<file path="config.mk">
export PLATFORM = sky130hd
export DESIGN_NAME = z_test_unit
export DESIGN_NICKNAME = d
export VERILOG_FILES = /design/src/rtl/z_pkg.sv /design/src/rtl/z_clear_sweep.sv /design/src/rtl/z_test_unit.sv
export SDC_FILE = /design/constraint.sdc
export NUM_CORES = 1
export LEC_CHECK = 0
export ABC_AREA = 1
export BUFFER_PORTS_ARGS = -buffer_cell sky130_fd_sc_hd__buf_2
export CORE_ASPECT_RATIO = 1.25
export CORE_MARGIN = 4
export CORE_UTILIZATION = 41
export CTS_CLUSTER_DIAMETER = 100
export CTS_CLUSTER_SIZE = 28
export DETAILED_ROUTE_END_ITERATION = 16
export GPL_ROUTABILITY_DRIVEN = 0
export PLACE_DENSITY = 0.63
export SETUP_SLACK_MARGIN = 0.02
export SKIP_LAST_GASP = 1
export SLEW_MARGIN = 20
export SYNTH_ARGS = -nofsm -noshare
export SYNTH_HDL_FRONTEND = slang
export SYNTH_SLANG_ARGS = --single-unit
</file>
<file path="constraint.sdc">
create_clock -name clk_i -period 9.8 [get_ports clk_i]
set_input_delay 0.98 -clock clk_i [delete_from_list [all_inputs] [get_ports clk_i]]
set_output_delay 0.98 -clock clk_i [all_outputs]
set_load 0.005 [all_outputs]
</file>
<file path="src/rtl/z_pkg.sv">
// -----------------------------------------------------------------------------
// z_pkg
// Shared definitions for the depth-test stage: state encoding, default depth
// width, default clear value, counter width and a saturating-increment helper.
// -----------------------------------------------------------------------------
package z_pkg;

  // Default depth width; must match the z-buffer data width.
  localparam int unsigned Z_W_DEF = 16;

  // Depth written by the clear sweep: all ones is the farthest depth.
  localparam logic [Z_W_DEF-1:0] CLEAR_VAL_DEF = {Z_W_DEF{1'b1}};

  // Statistics counter width.
  localparam int unsigned CNT_W = 32;

  // FSM state encoding.
  typedef logic [2:0] state_t;
  localparam state_t ST_IDLE = 3'd0;
  localparam state_t ST_RD   = 3'd1;
  localparam state_t ST_CMP  = 3'd2;
  localparam state_t ST_OUT  = 3'd3;
  localparam state_t ST_CLR  = 3'd4;

  // Increment that sticks at all-ones instead of wrapping back to zero.
  function automatic logic [CNT_W-1:0] sat_inc(input logic [CNT_W-1:0] v);
    logic [CNT_W-1:0] r;
    if (&v) begin
      r = v;
    end else begin
      r = v + 32'd1;
    end
    return r;
  endfunction

endpackage

</file>
<file path="src/rtl/z_clear_sweep.sv">
// -----------------------------------------------------------------------------
// z_clear_sweep
// Address generator for the z-buffer clear. Once started, it walks the index
// from 0 to SIZE-1, one entry per cycle, holding busy high for exactly SIZE
// cycles, then pulses done for one cycle. A start request while busy is
// ignored.
//
// Ports
//   clk_i    in   1       system clock
//   rst_i    in   1       asynchronous, active-high reset (aborts any sweep)
//   start_i  in   1       start request, honoured only while not busy
//   idx_o    out  ADDR_W  entry being cleared this cycle
//   busy_o   out  1       sweep in progress (registered)
//   done_o   out  1       one-cycle pulse after the last entry (registered)
//   last_o   out  1       this cycle writes the final entry
// -----------------------------------------------------------------------------
module z_clear_sweep
  import z_pkg::*;
#(
  parameter int unsigned SIZE   = 49152,
  parameter int unsigned ADDR_W = $clog2(SIZE)
) (
  input  logic              clk_i,
  input  logic              rst_i,
  input  logic              start_i,
  output logic [ADDR_W-1:0] idx_o,
  output logic              busy_o,
  output logic              done_o,
  output logic              last_o
);

  localparam logic [ADDR_W-1:0] LAST_IDX = ADDR_W'(SIZE - 1);
  localparam logic [ADDR_W-1:0] IDX_ONE  = ADDR_W'(1);

  logic [ADDR_W-1:0] idx_q;
  logic              busy_q;
  logic              done_q;
  logic              last_s;

  // Final entry of the sweep is being written this cycle.
  always_comb begin
    last_s = busy_q & (idx_q == LAST_IDX);
  end

  // Index counter with busy/done generation.
  always_ff @(posedge clk_i or posedge rst_i) begin
    if (rst_i) begin
      idx_q  <= {ADDR_W{1'b0}};
      busy_q <= 1'b0;
      done_q <= 1'b0;
    end else begin
      done_q <= 1'b0;
      if (busy_q) begin
        if (last_s) begin
          busy_q <= 1'b0;
          done_q <= 1'b1;
          idx_q  <= {ADDR_W{1'b0}};
        end else begin
          idx_q  <= idx_q + IDX_ONE;
        end
      end else if (start_i) begin
        busy_q <= 1'b1;
        idx_q  <= {ADDR_W{1'b0}};
      end else begin
        idx_q  <= idx_q;
      end
    end
  end

  assign idx_o  = idx_q;
  assign busy_o = busy_q;
  assign done_o = done_q;
  assign last_o = last_s;

endmodule

</file>
<file path="src/rtl/z_test_unit.sv">
// -----------------------------------------------------------------------------
// z_test_unit
// Per-fragment depth test stage. Owns the single port of the z-buffer BRAM.
// A fragment accepted in IDLE has its address registered onto the z-buffer
// port (RD); the stored depth comes back the cycle after (CMP) and is compared
// against the fragment depth. A strictly nearer fragment writes its depth in
// that same CMP cycle and is then offered downstream (OUT) until accepted; any
// other fragment is dropped. A clear request sweeps every entry to CLEAR_VAL.
//
// Ports
//   clk_i          in   1        system clock
//   rst_i          in   1        asynchronous, active-high reset
//   clear_start_i  in   1        start clear sweep (honoured only in IDLE)
//   clear_busy_o   out  1        sweep running
//   clear_done_o   out  1        one-cycle pulse after the last clear write
//   frag_valid_i   in   1        upstream fragment valid
//   frag_ready_o   out  1        upstream ready
//   frag_addr_i    in   ADDR_W   fragment pixel address
//   frag_z_i       in   Z_W      fragment depth (smaller = nearer)
//   frag_color_i   in   COLOR_W  fragment colour
//   out_valid_o    out  1        passed fragment valid, held until out_ready_i
//   out_ready_i    in   1        downstream ready
//   out_addr_o     out  ADDR_W   passed pixel address
//   out_color_o    out  COLOR_W  passed colour
//   zb_we_o        out  1        z-buffer write enable
//   zb_addr_o      out  ADDR_W   z-buffer address
//   zb_data_o      out  Z_W      z-buffer write data
//   zb_q_i         in   Z_W      z-buffer read data (one cycle after address)
//   pass_cnt_o     out  32       passed fragments, saturating
//   fail_cnt_o     out  32       rejected fragments, saturating
// -----------------------------------------------------------------------------
module z_test_unit
  import z_pkg::*;
#(
  parameter int unsigned     SIZE      = 49152,
  parameter int unsigned     ADDR_W    = $clog2(SIZE),
  parameter int unsigned     Z_W       = Z_W_DEF,
  parameter int unsigned     COLOR_W   = 16,
  parameter logic [Z_W-1:0]  CLEAR_VAL = {Z_W{1'b1}}
) (
  input  logic               clk_i,
  input  logic               rst_i,
  input  logic               clear_start_i,
  output logic               clear_busy_o,
  output logic               clear_done_o,
  input  logic               frag_valid_i,
  output logic               frag_ready_o,
  input  logic [ADDR_W-1:0]  frag_addr_i,
  input  logic [Z_W-1:0]     frag_z_i,
  input  logic [COLOR_W-1:0] frag_color_i,
  output logic               out_valid_o,
  input  logic               out_ready_i,
  output logic [ADDR_W-1:0]  out_addr_o,
  output logic [COLOR_W-1:0] out_color_o,
  output logic               zb_we_o,
  output logic [ADDR_W-1:0]  zb_addr_o,
  output logic [Z_W-1:0]     zb_data_o,
  input  logic [Z_W-1:0]     zb_q_i,
  output logic [CNT_W-1:0]   pass_cnt_o,
  output logic [CNT_W-1:0]   fail_cnt_o
);

  state_t             state_q;
  state_t             state_d;

  logic [ADDR_W-1:0]  addr_q;
  logic [Z_W-1:0]     frag_z_q;
  logic [COLOR_W-1:0] color_q;
  logic [ADDR_W-1:0]  zb_addr_q;
  logic               out_valid_q;
  logic [CNT_W-1:0]   pass_cnt_q;
  logic [CNT_W-1:0]   fail_cnt_q;

  logic               frag_ready_s;
  logic               frag_fire_s;
  logic               z_pass_s;
  logic               zb_we_s;
  logic [ADDR_W-1:0]  zb_addr_s;
  logic [Z_W-1:0]     zb_data_s;

  logic               sw_start_s;
  logic [ADDR_W-1:0]  sw_idx_s;
  logic               sw_busy_s;
  logic               sw_done_s;
  logic               sw_last_s;

  // Handshake, clear launch and depth compare (unsigned, strict: ties lose).
  always_comb begin
    frag_fire_s = frag_valid_i & frag_ready_s;
    sw_start_s  = (state_q == ST_IDLE) & clear_start_i;
    z_pass_s    = (frag_z_q < zb_q_i);
  end

  z_clear_sweep #(
    .SIZE   (SIZE),
    .ADDR_W (ADDR_W)
  ) u_sweep (
    .clk_i   (clk_i),
    .rst_i   (rst_i),
    .start_i (sw_start_s),
    .idx_o   (sw_idx_s),
    .busy_o  (sw_busy_s),
    .done_o  (sw_done_s),
    .last_o  (sw_last_s)
  );

  // FSM state register.
  always_ff @(posedge clk_i or posedge rst_i) begin
    if (rst_i) begin
      state_q <= ST_IDLE;
    end else begin
      state_q <= state_d;
    end
  end

  // FSM next-state logic; a clear request beats a simultaneous fragment.
  always_comb begin
    state_d = state_q;
    case (state_q)
      ST_IDLE: begin
        if (clear_start_i) begin
          state_d = ST_CLR;
        end else if (frag_valid_i) begin
          state_d = ST_RD;
        end else begin
          state_d = ST_IDLE;
        end
      end
      ST_RD: begin
        state_d = ST_CMP;
      end
      ST_CMP: begin
        if (z_pass_s) begin
          state_d = ST_OUT;
        end else begin
          state_d = ST_IDLE;
        end
      end
      ST_OUT: begin
        if (out_ready_i) begin
          state_d = ST_IDLE;
        end else begin
          state_d = ST_OUT;
        end
      end
      ST_CLR: begin
        if (sw_last_s) begin
          state_d = ST_IDLE;
        end else begin
          state_d = ST_CLR;
        end
      end
      default: begin
        state_d = ST_IDLE;
      end
    endcase
  end

  // FSM outputs: upstream ready and the z-buffer port. The write in CMP is
  // combinational on zb_q_i so it lands in the compare cycle itself.
  always_comb begin
    frag_ready_s = 1'b0;
    zb_we_s      = 1'b0;
    zb_addr_s    = zb_addr_q;
    zb_data_s    = frag_z_q;
    case (state_q)
      ST_IDLE: begin
        frag_ready_s = ~clear_start_i;
      end
      ST_RD: begin
        zb_we_s = 1'b0;
      end
      ST_CMP: begin
        if (z_pass_s) begin
          zb_we_s = 1'b1;
        end else begin
          zb_we_s = 1'b0;
        end
      end
      ST_OUT: begin
        zb_we_s = 1'b0;
      end
      ST_CLR: begin
        zb_we_s   = 1'b1;
        zb_addr_s = sw_idx_s;
        zb_data_s = CLEAR_VAL;
      end
      default: begin
        frag_ready_s = 1'b0;
      end
    endcase
  end

  // Fragment latch and z-buffer address holding register. The address tracks
  // the sweep index during CLR so it keeps the last value once the sweep ends.
  always_ff @(posedge clk_i or posedge rst_i) begin
    if (rst_i) begin
      addr_q    <= {ADDR_W{1'b0}};
      frag_z_q  <= {Z_W{1'b0}};
      color_q   <= {COLOR_W{1'b0}};
      zb_addr_q <= {ADDR_W{1'b0}};
    end else if (frag_fire_s) begin
      addr_q    <= frag_addr_i;
      frag_z_q  <= frag_z_i;
      color_q   <= frag_color_i;
      zb_addr_q <= frag_addr_i;
    end else if (state_q == ST_CLR) begin
      zb_addr_q <= sw_idx_s;
    end else begin
      zb_addr_q <= zb_addr_q;
    end
  end

  // Downstream valid: high exactly while the FSM sits in OUT.
  always_ff @(posedge clk_i or posedge rst_i) begin
    if (rst_i) begin
      out_valid_q <= 1'b0;
    end else begin
      out_valid_q <= (state_d == ST_OUT);
    end
  end

  // Pass/fail statistics, updated once per compare.
  always_ff @(posedge clk_i or posedge rst_i) begin
    if (rst_i) begin
      pass_cnt_q <= {CNT_W{1'b0}};
      fail_cnt_q <= {CNT_W{1'b0}};
    end else if (state_q == ST_CMP) begin
      if (z_pass_s) begin
        pass_cnt_q <= sat_inc(pass_cnt_q);
      end else begin
        fail_cnt_q <= sat_inc(fail_cnt_q);
      end
    end else begin
      pass_cnt_q <= pass_cnt_q;
      fail_cnt_q <= fail_cnt_q;
    end
  end

  // Ready is forced low while reset is held so nothing looks accepted.
  assign frag_ready_o = frag_ready_s & ~rst_i;
  assign clear_busy_o = sw_busy_s;
  assign clear_done_o = sw_done_s;
  assign out_valid_o  = out_valid_q;
  assign out_addr_o   = addr_q;
  assign out_color_o  = color_q;
  assign zb_we_o      = zb_we_s;
  assign zb_addr_o    = zb_addr_s;
  assign zb_data_o    = zb_data_s;
  assign pass_cnt_o   = pass_cnt_q;
  assign fail_cnt_o   = fail_cnt_q;

endmodule

</file>
==> flow_metrics.py, run 1 <==
metrics = {
    "status": {
        "status": "complete, no violations",
    },
    "synth": {
        "yosys-top-cells-area": "dfrtp_1 (45%), nand2_1 (23%), inv_1 (4.3%), xor2_1 (4.1%), nor2_1 (3.9%)",
        "synth_seq_cells": 150,
        "avgSynthCellArea_sq_um": 7.38,
        "synthArstFlopShare": 1.00,
        "yosysWarnings": 0,
        "netlist.area_leader.share": 0.448,
        "yosysSeqAreaShare": 0.448,
        "yosysUniqueCellTypes": 33,
        "syn_area_sq_um": 8380,
        "synth_common_cells": "nand2_1 (507), dfrtp_1 (150), inv_1 (96)",
        "synth_nets": 1222,
        "syn_inst": 1135,
        "synthMostInstantiatedCell": "nand2_1",
        "synth_edf_count": 0,
        "synth_top_area_cell": "dfrtp_1",
        "synth_ff_type": "dfrtp_1",
    },
    "global_route": {
        "grt_pass1_vias": 7623,
        "antenna_found_initial": 1,
        "grt_overflow": 0,
        "grt_max_degree": 78,
        "grt_pass1_wl_mm": 38.5,
        "grt_usage": 0.212,
    },
    "clocking": {
        "cts-resized-gates": 0,
        "cts_tree": "done",
        "cts_max_level": 4,
        "numCtsBuffers": 17,
        "cts_buffer_depth": 2,
        "clk_pin_slew_ns": 0.06,
        "root_buffer": "clkbuf_16",
        "cts_sinks": 150,
        "clock_latency_ns": 0.42,
        "post_cts_buffers": 0,
        "cts_hold_buffers": 0,
    },
    "floorplan": {
        "die_h_um": 168,
        "core_area_sq_um": 20100,
        "die_w_um": 136,
        "start_util": 0.417,
        "io_pins": 202,
        "fp-row-count": 58,
        "dieArea_sq_um": 22800,
    },
    "timing": {
        "relSlewSlack": 0.420,
        "final_max_slew_viol_count": 0,
        "max_freq_mhz": 268,
        "rsz0062_at_grt": "false",
        "fin_crit_ns": 3.74,
        "setup_ws_ns": 6.06,
        "clock_skew_ns": 0.0100,
        "setup_violations": 0,
        "period_share": 0.381,
        "tightest_slew_ns": 0.867,
        "finalSetupTns_ns": 0,
        "hold_viol": 0,
    },
    "placement": {
        "dpl_worst_slack_ns": 6.06,
        "dp_hpwl_mm": 17.5,
        "io_buffers": 201,
        "place_area_sq_um": 9570,
    },
    "setup_path": {
        "start_kind": "primary input",
        "cp.arrival_ns": 2.76,
        "cp-end-kind": "output pin",
        "critical_path_required_ns": 8.82,
        "crit_type": "in2out",
        "cp_max_fo": 34,
    },
    "finish": {
        "drive_above_1_share": 0.195,
        "final_cell_area_sq_um": 10100,
        "final_util": 0.505,
        "area_delta_synth_final_pct": 21.1,
        "nFillCells": 2013,
        "diodes": 0,
        "final_net_count": 1413,
    },
    "route": {
        "wl_per_cell_um": 14.7,
        "viasPerCell": 4.90,
        "drc_errors": 0,
        "finalWirelength_mm": 23.6,
        "drt_first_pass_iters": 5,
        "drtAntennaViolNets": 0,
        "first_iter_violations": 494,
        "via_count": 7863,
    },
    "power": {
        "p_per_area_nw_per_um2": 211,
        "total_leakage_power_uw": 0.00560,
        "power_uw": 2140,
        "peakVddDrop_v": 0.000143,
    },
    "worst_hold_path": {
        "holdCritPathClass": "reg2reg",
    },
    "run": {
        "cap_viol_max_count": 0,
    },
}
==> worst max-delay path, cell delays in order <==
cell and delay (ns):
buf_2 0.07, inv_1 0.04, ha_1 0.30, a21oi_1 0.16, nor2_1 0.06, nor3_1 0.12, nand2_1 0.15, a21oi_2 0.14
buf_4 0.34, nand2_1 0.17, nand2_1 0.08, buf_2 0.14
==> layout by cell type, fill, tap and decap left out, types with 3 or more instances in the layout <==
master / netlist / final
a21oi_1: 7 / 7
buf_2: 10 / 201
buf_4: 0 / 6
clkbuf_16: 0 / 17
clkinvlp_4: 0 / 5
dfrtp_1: 150 / 150
ha_1: 18 / 18
inv_1: 96 / 95
inv_6: 0 / 3
mux2_2: 3 / 3
nand2_1: 507 / 507
nand2_2: 4 / 4
nand3_1: 33 / 33
nand3b_1: 6 / 6
nand4_1: 46 / 46
nor2_1: 86 / 85
nor2_2: 6 / 6
nor3_1: 26 / 26
o21ai_0: 33 / 33
o22ai_1: 8 / 8
xnor2_1: 18 / 18
xor2_1: 39 / 39
==> sequential cells by signal, indices dropped and copies added (netlist names) <==
signal and cells:
out_color_o 16, u_sweep.busy_o 1, u_sweep.idx_o 16, frag_z_q 16
out_addr_o 16, state_q 3, zb_addr_q 16, out_valid_o 1
u_sweep.done_o 1, pass_cnt_o 32, fail_cnt_o 32
==> routing by layer <==
layer | vias to the layer above | share of wire | global-route usage | wire length, um
li1 | 3944 | - | - | -
met2 | 219 | 0.50 | 0.366 | 11700
met1 | 3659 | 0.42 | 0.257 | 9870
met5 | - | 0.00030 | 0 | 7
met4 | 2 | 0.023 | 0.0710 | 541
met3 | 39 | 0.062 | 0.0526 | 1460
==> report_power, final <==
| part | switching, uW | internal, uW | leakage (uW) |
|---|---|---|---|
| Combinational | 405 | 251 | 0.00341 |
| Sequential | 85.9 | 753 | 0.00193 |
| Clock | 267 | 379 | 0.000263 |
==> worst paths after layout <==
check,startpoint,endpoint,slack [ns],depth (start not counted)
min in group asynchronous,rst_i,zb_addr_q[4],0.67,2
min,out_color_o[0],out_color_o[0],0.47,2
max reg2reg,pass_cnt_o[0],pass_cnt_o[27],6.94,9
max in group asynchronous,rst_i,fail_cnt_o[25],7.97,3
max,zb_q_i[5],zb_we_o,6.06,12
min reg2reg,out_color_o[0],out_color_o[0],0.47,2
==> metrics by stage <==
| step | instances | hold WS, ns |
|---|---|---|
| after detailed placement | 1577 | 0.457 |
| after floorplan | 1135 | 0.465 |
| after global routing | 1606 | 0.481 |
| final | 1606 | 0.470 |
| after global placement | 1577 | 0.450 |
| after CTS | 1606 | 0.473 |
==> layout make-up <==
class | count | area (sq um) | area share
clock buffers | 18 | 439 | 0.0433
clock inverters | 11 | 129 | 0.0127
inverters | 97 | 369 | 0.0364
multi-input cells | 852 | 4050 | 0.400
flip-flops and latches | 150 | 3750 | 0.370
well taps | 270 | 338 | 0.0333
repair buffers | 208 | 1060 | 0.105
==> cell families (layout without fill, tap and decap cells) <==
| family | count (synthesis) | in the layout | synth area share |
|---|---|---|---|
| AND/OR/NAND/NOR | 723 | 723 | 0.359 |
| flip-flops | 150 | 150 | 0.448 |
| buffers and inverters | 133 | 334 | 0.0693 |
| XOR/XNOR | 57 | 57 | 0.0596 |
| AO/OA/AOI/OAI | 51 | 51 | 0.0329 |
| adder cells (fa/ha/maj) | 18 | 18 | 0.0269 |
| multiplexers | 3 | 3 | 0.00403 |
Note: power is estimated with default switching activity, not from simulation.
==> inputs of run 2 (changes only) <==
Settings changed: PLACE_DENSITY 0.63 to 0.65.
Clock period 9.8 ns to 3.3 ns, I/O delays scaled along.
==> flow_metrics.py, run 2 (synthesis results as in run 1) <==
metrics = {
    "finish": {
        "final_net_count": 1415,
        "diodes": 0,
        "drive_above_1_share": 0.197,
        "mostFrequentLayoutCells": "nand2_1 (507), buf_2 (201), dfrtp_1 (150)",
        "final_cells": 1611,
        "final_cell_area_sq_um": 10200,
        "area_delta_synth_final_pct": 22.0,
        "mostFrequentLayoutCell": "nand2_1",
        "nFillCells": 1996,
    },
    "route": {
        "finalWirelength_mm": 23.8,
        "first_iter_violations": 447,
        "drc_errors": 0,
        "drtAntennaViolNets": 0,
        "drt_first_pass_iters": 7,
        "wl_per_cell_um": 14.8,
        "viasPerCell": 4.87,
        "via_count": 7845,
    },
    "timing": {
        "rsz0062_at_grt": "false",
        "finalSetupTns_ns": 0,
        "max_freq_mhz": 396,
        "fin_crit_ns": 2.52,
        "tightest_slew_ns": 0.883,
        "setup_violations": 0,
        "period_share": 0.764,
        "final_max_slew_viol_count": 0,
        "clock_skew_ns": 0.0102,
        "relSlewSlack": 0.410,
        "setup_ws_ns": 0.777,
        "hold_viol": 0,
    },
    "clocking": {
        "cts_max_level": 4,
        "cts_buffer_depth": 2,
        "cts-resized-gates": 0,
        "cts_sinks": 150,
        "numCtsBuffers": 17,
        "clk_pin_slew_ns": 0.07,
        "clock_latency_ns": 0.42,
        "cts_tree": "done",
        "root_buffer": "clkbuf_16",
        "post_cts_buffers": 0,
        "cts_hold_buffers": 0,
    },
    "power": {
        "peakVddDrop_v": 0.000445,
        "p_per_area_nw_per_um2": 635,
        "total_leakage_power_uw": 0.00564,
        "power_uw": 6490,
    },
    "placement": {
        "dp_hpwl_mm": 17.7,
        "dp_cells": 1579,
        "io_buffers": 201,
        "place_area_sq_um": 9600,
        "dpl_worst_slack_ns": 0.797,
    },
    "global_route": {
        "grt_pass1_wl_mm": 39.0,
        "grt_pass1_vias": 7751,
        "grt_max_degree": 151,
        "grt_overflow": 0,
        "grt_usage": 0.213,
        "antenna_found_initial": 1,
    },
    "setup_path": {
        "cp.arrival_ns": 2.19,
        "crit_type": "reg2out",
        "critical_path_required_ns": 2.97,
        "start_kind": "flop",
        "r2r_slack_ns": 0.86,
        "cp-end-kind": "output pin",
        "cp_max_fo": 35,
    },
    "run": {
        "cap_viol_max_count": 0,
    },
    "floorplan": {
        "start_util": 0.417,
        "fp-row-count": 58,
        "dieArea_sq_um": 22800,
        "die_h_um": 168,
        "io_pins": 202,
        "die_w_um": 136,
        "core_area_sq_um": 20100,
    },
    "worst_hold_path": {
        "holdCritPathClass": "in2reg",
    },
    "status": {
        "status": "complete, no violations",
    },
}
## run 2: routing by layer
layer / up-vias / routed length [um] / GRT usage
met5: - / 7 / 0
met4: 2 / 544 / 0.0697
met3: 37 / 1460 / 0.0529
met2: 216 / 12100 / 0.373
met1: 3631 / 9750 / 0.257
li1: 3959 / - / -
## run 2: layout make-up
type	count	area [sq um]	area share
multi-input cells	852	4050	0.397
flip-flops and latches	150	3750	0.367
repair buffers	210	1090	0.106
clock buffers	20	457	0.0447
inverters	97	368	0.0360
well taps	270	338	0.0331
clock inverters	12	165	0.0162
## run 2: final timing paths
kind / startpoint / to / cells past startpoint
setup / recovery: state_q[0] / zb_addr_o[3] / 5
hold / removal: frag_color_i[6] / out_color_o[6] / 3
setup reg to reg: pass_cnt_o[0] / pass_cnt_o[27] / 9
hold reg to reg: out_color_o[1] / out_color_o[1] / 2
max in group asynchronous: rst_i / frag_z_q[9] / 3
min in group asynchronous: rst_i / out_addr_o[14] / 3
## run 2: through the flow
stage,hold slack [ns],util
2_1_floorplan,0.447,-
3_3_place_gp,0.450,0.477
3_5_place_dp,0.454,0.477
4_1_cts,0.0866,0.508
5_1_grt,0.101,0.508
6_report,0.104,0.508
## run 2: power breakdown
group          internal, uW  total (uW)  switching (uW)
logic                   747        1960            1220
clock network          1240        2070             822
registers              2230        2460             224
## run 2: critical path, cell delays in order (launching register included)
cell	delay, ns
dfrtp_1	0.43
nor2_2	0.21
nand2_1	0.25
buf_4	0.32
o21ai_0	0.36
buf_2	0.19
==> inputs of run 3 (changes only) <==
Clock period 3.3 ns to 2.3 ns, I/O delays scaled along.
==> flow_metrics.py, run 3 (synthesis results as in run 1) <==
metrics = {
    "route": {
        "first_iter_violations": 474,
        "drc_errors": 0,
        "wl_per_cell_um": 15.0,
        "finalWirelength_mm": 24.7,
        "drtAntennaViolNets": 0,
        "via_count": 8041,
        "viasPerCell": 4.87,
        "drt_first_pass_iters": 7,
    },
    "timing": {
        "tightest_slew_ns": 0.816,
        "finalSetupTns_ns": 0,
        "period_share": 0.972,
        "clock_skew_ns": 0.0111,
        "hold_viol": 0,
        "final_max_slew_viol_count": 0,
        "setup_ws_ns": 0.0640,
        "fin_crit_ns": 2.24,
        "relSlewSlack": 0.456,
        "max_freq_mhz": 447,
        "rsz0062_at_grt": "true",
        "setup_violations": 0,
    },
    "placement": {
        "dp_cells": 1603,
        "dp_hpwl_mm": 17.9,
        "dpl_worst_slack_ns": -0.0626,
        "io_buffers": 201,
    },
    "setup_path": {
        "cp.arrival_ns": 2.01,
        "start_kind": "flop",
        "cp_slowest_cell": "dfrtp_1",
        "critical_path_required_ns": 2.07,
        "crit_type": "reg2out",
        "r2r_slack_ns": 0.28,
        "path_cells": "ha_1 -> nand4_1 -> nor3_1 -> buf_4 -> a21oi_4 -> buf_12 -> nand2_4 -> nand2_2 -> buf_6",
        "critPathBufInv": 3,
        "max_stage_delay_ns": 0.38,
        "cp-end-kind": "output pin",
        "reg2reg_from": "frag_z_q[14]",
        "crit_family": "simple AND/OR/NAND/NOR gates",
        "cp_num_cells": 9,
        "critPathLaunch": "frag_z_q[14]",
        "rr_endpoint": "fail_cnt_o[23]",
        "reg2reg_depth": 9,
        "cp_max_fo": 4,
    },
    "floorplan": {
        "die_h_um": 168,
        "core_area_sq_um": 20100,
        "start_util": 0.417,
        "dieArea_sq_um": 22800,
        "fp-row-count": 58,
        "die_w_um": 136,
        "io_pins": 202,
    },
    "power": {
        "p_comb_frac": 0.350,
        "pwr-share-clk": 0.278,
        "p_sw_uw": 3360,
        "power_uw": 9460,
        "total_leakage_power_uw": 0.00583,
        "switching_share": 0.355,
        "peakVddDrop_v": 0.000632,
        "power_frac_seq": 0.372,
        "p_int_uw": 6100,
        "p_per_area_nw_per_um2": 888,
    },
    "run": {
        "cap_viol_max_count": 0,
    },
    "finish": {
        "final_cells": 1651,
        "nFillCells": 1967,
        "area_delta_synth_final_pct": 27.2,
        "final_net_count": 1455,
        "drive_above_1_share": 0.221,
        "diodes": 0,
        "mostFrequentLayoutCell": "nand2_1",
        "mostFrequentLayoutCells": "nand2_1 (504), buf_2 (200), dfrtp_1 (150)",
        "multi_input_comb_area_sq_um": 4170,
        "regArea_sq_um": 3750,
    },
    "clocking": {
        "cts_tree": "done",
        "clock_latency_ns": 0.42,
        "cts_buffer_depth": 2,
        "numCtsBuffers": 17,
        "cts_sinks": 150,
        "clk_pin_slew_ns": 0.06,
        "root_buffer": "clkbuf_16",
        "cts_max_level": 4,
    },
    "global_route": {
        "grt_max_degree": 151,
        "grt_usage": 0.218,
        "grt_pass1_wl_mm": 39.6,
        "grt_overflow": 0,
        "grt_pass1_vias": 7905,
        "antenna_found_initial": 2,
    },
    "worst_hold_path": {
        "min_to": "out_color_o[0]",
        "holdCritPathClass": "in2reg",
        "min_path_cells": 3,
        "hp-start": "frag_color_i[0]",
    },
    "status": {
        "status": "complete, no violations",
    },
}
## run 3: changes by cell type in the layout (fill, tap and decap cells not counted), sizes merged
cell,before,now
inv,100,97
nor2,92,93
bufbuf,0,1
buf,210,237
clkbuf,20,21
clkinvlp,4,7
dlygate4sd3,0,11
bufinv,3,1
clkinv,2,3
## run 3: final cells by class
cell class	count	share of cell area
Sequential cell	150	0.352
Clock inverter	11	0.00962
Multi-Input combinational cell	853	0.391
Inverter	97	0.0345
Clock buffer	21	0.0413
Tap cell	270	0.0317
Timing Repair Buffer	249	0.140
## run 3: timing repair
item	4_1_cts	5_1_grt
buffers inserted	3	0
cloned	1	1
resized for setup	10	13
hold endpoints to repair	11	0
hold buffers	11	0
pin swaps	2	5
endpoints found under the setup margin	2	37
## run 3: power by group through the flow
stage | Combinational (uW) | Sequential (uW) | Clock (uW)
2_1_floorplan | 1630 | 3530 | 0
3_3_place_gp | 2920 | 3530 | 0
3_5_place_dp | 2970 | 3540 | 0
4_1_cts | 3240 | 3510 | 2680
5_1_grt | 3740 | 3590 | 2800
6_report | 3320 | 3520 | 2630
## run 3: worst max path at each step
stage / end
global route: zb_we_o
floorplan: fail_cnt_o[0]
CTS: zb_we_o
global placement: fail_cnt_o[17]
finish: zb_we_o
detailed placement: zb_we_o
## run 3: per-layer routing
layer  up-vias  routed length, um  track usage  part of all wire
met5         -                 26            0            0.0011
met4         4                527       0.0662             0.021
met3        42               1420       0.0541             0.057
met2       243              12600        0.383              0.51
met1      3703              10200        0.261              0.41
li1       4049                  -            -                 -
## run 3: through the flow
stage | area, sq um | util | hold slack [ns]
2_1_floorplan | 8380 | - | 0.347
3_3_place_gp | 9820 | 0.488 | 0.428
3_5_place_dp | 9820 | 0.489 | 0.433
4_1_cts | 10600 | 0.526 | 0.000168
5_1_grt | 10700 | 0.530 | 0.00503
6_report | 10700 | 0.530 | 0.0126
## run 3: tightest hold or removal path, cell delays in order
cell and delay [ns]:
buf_2 0.08, nand2_1 0.04, nand2_1 0.05
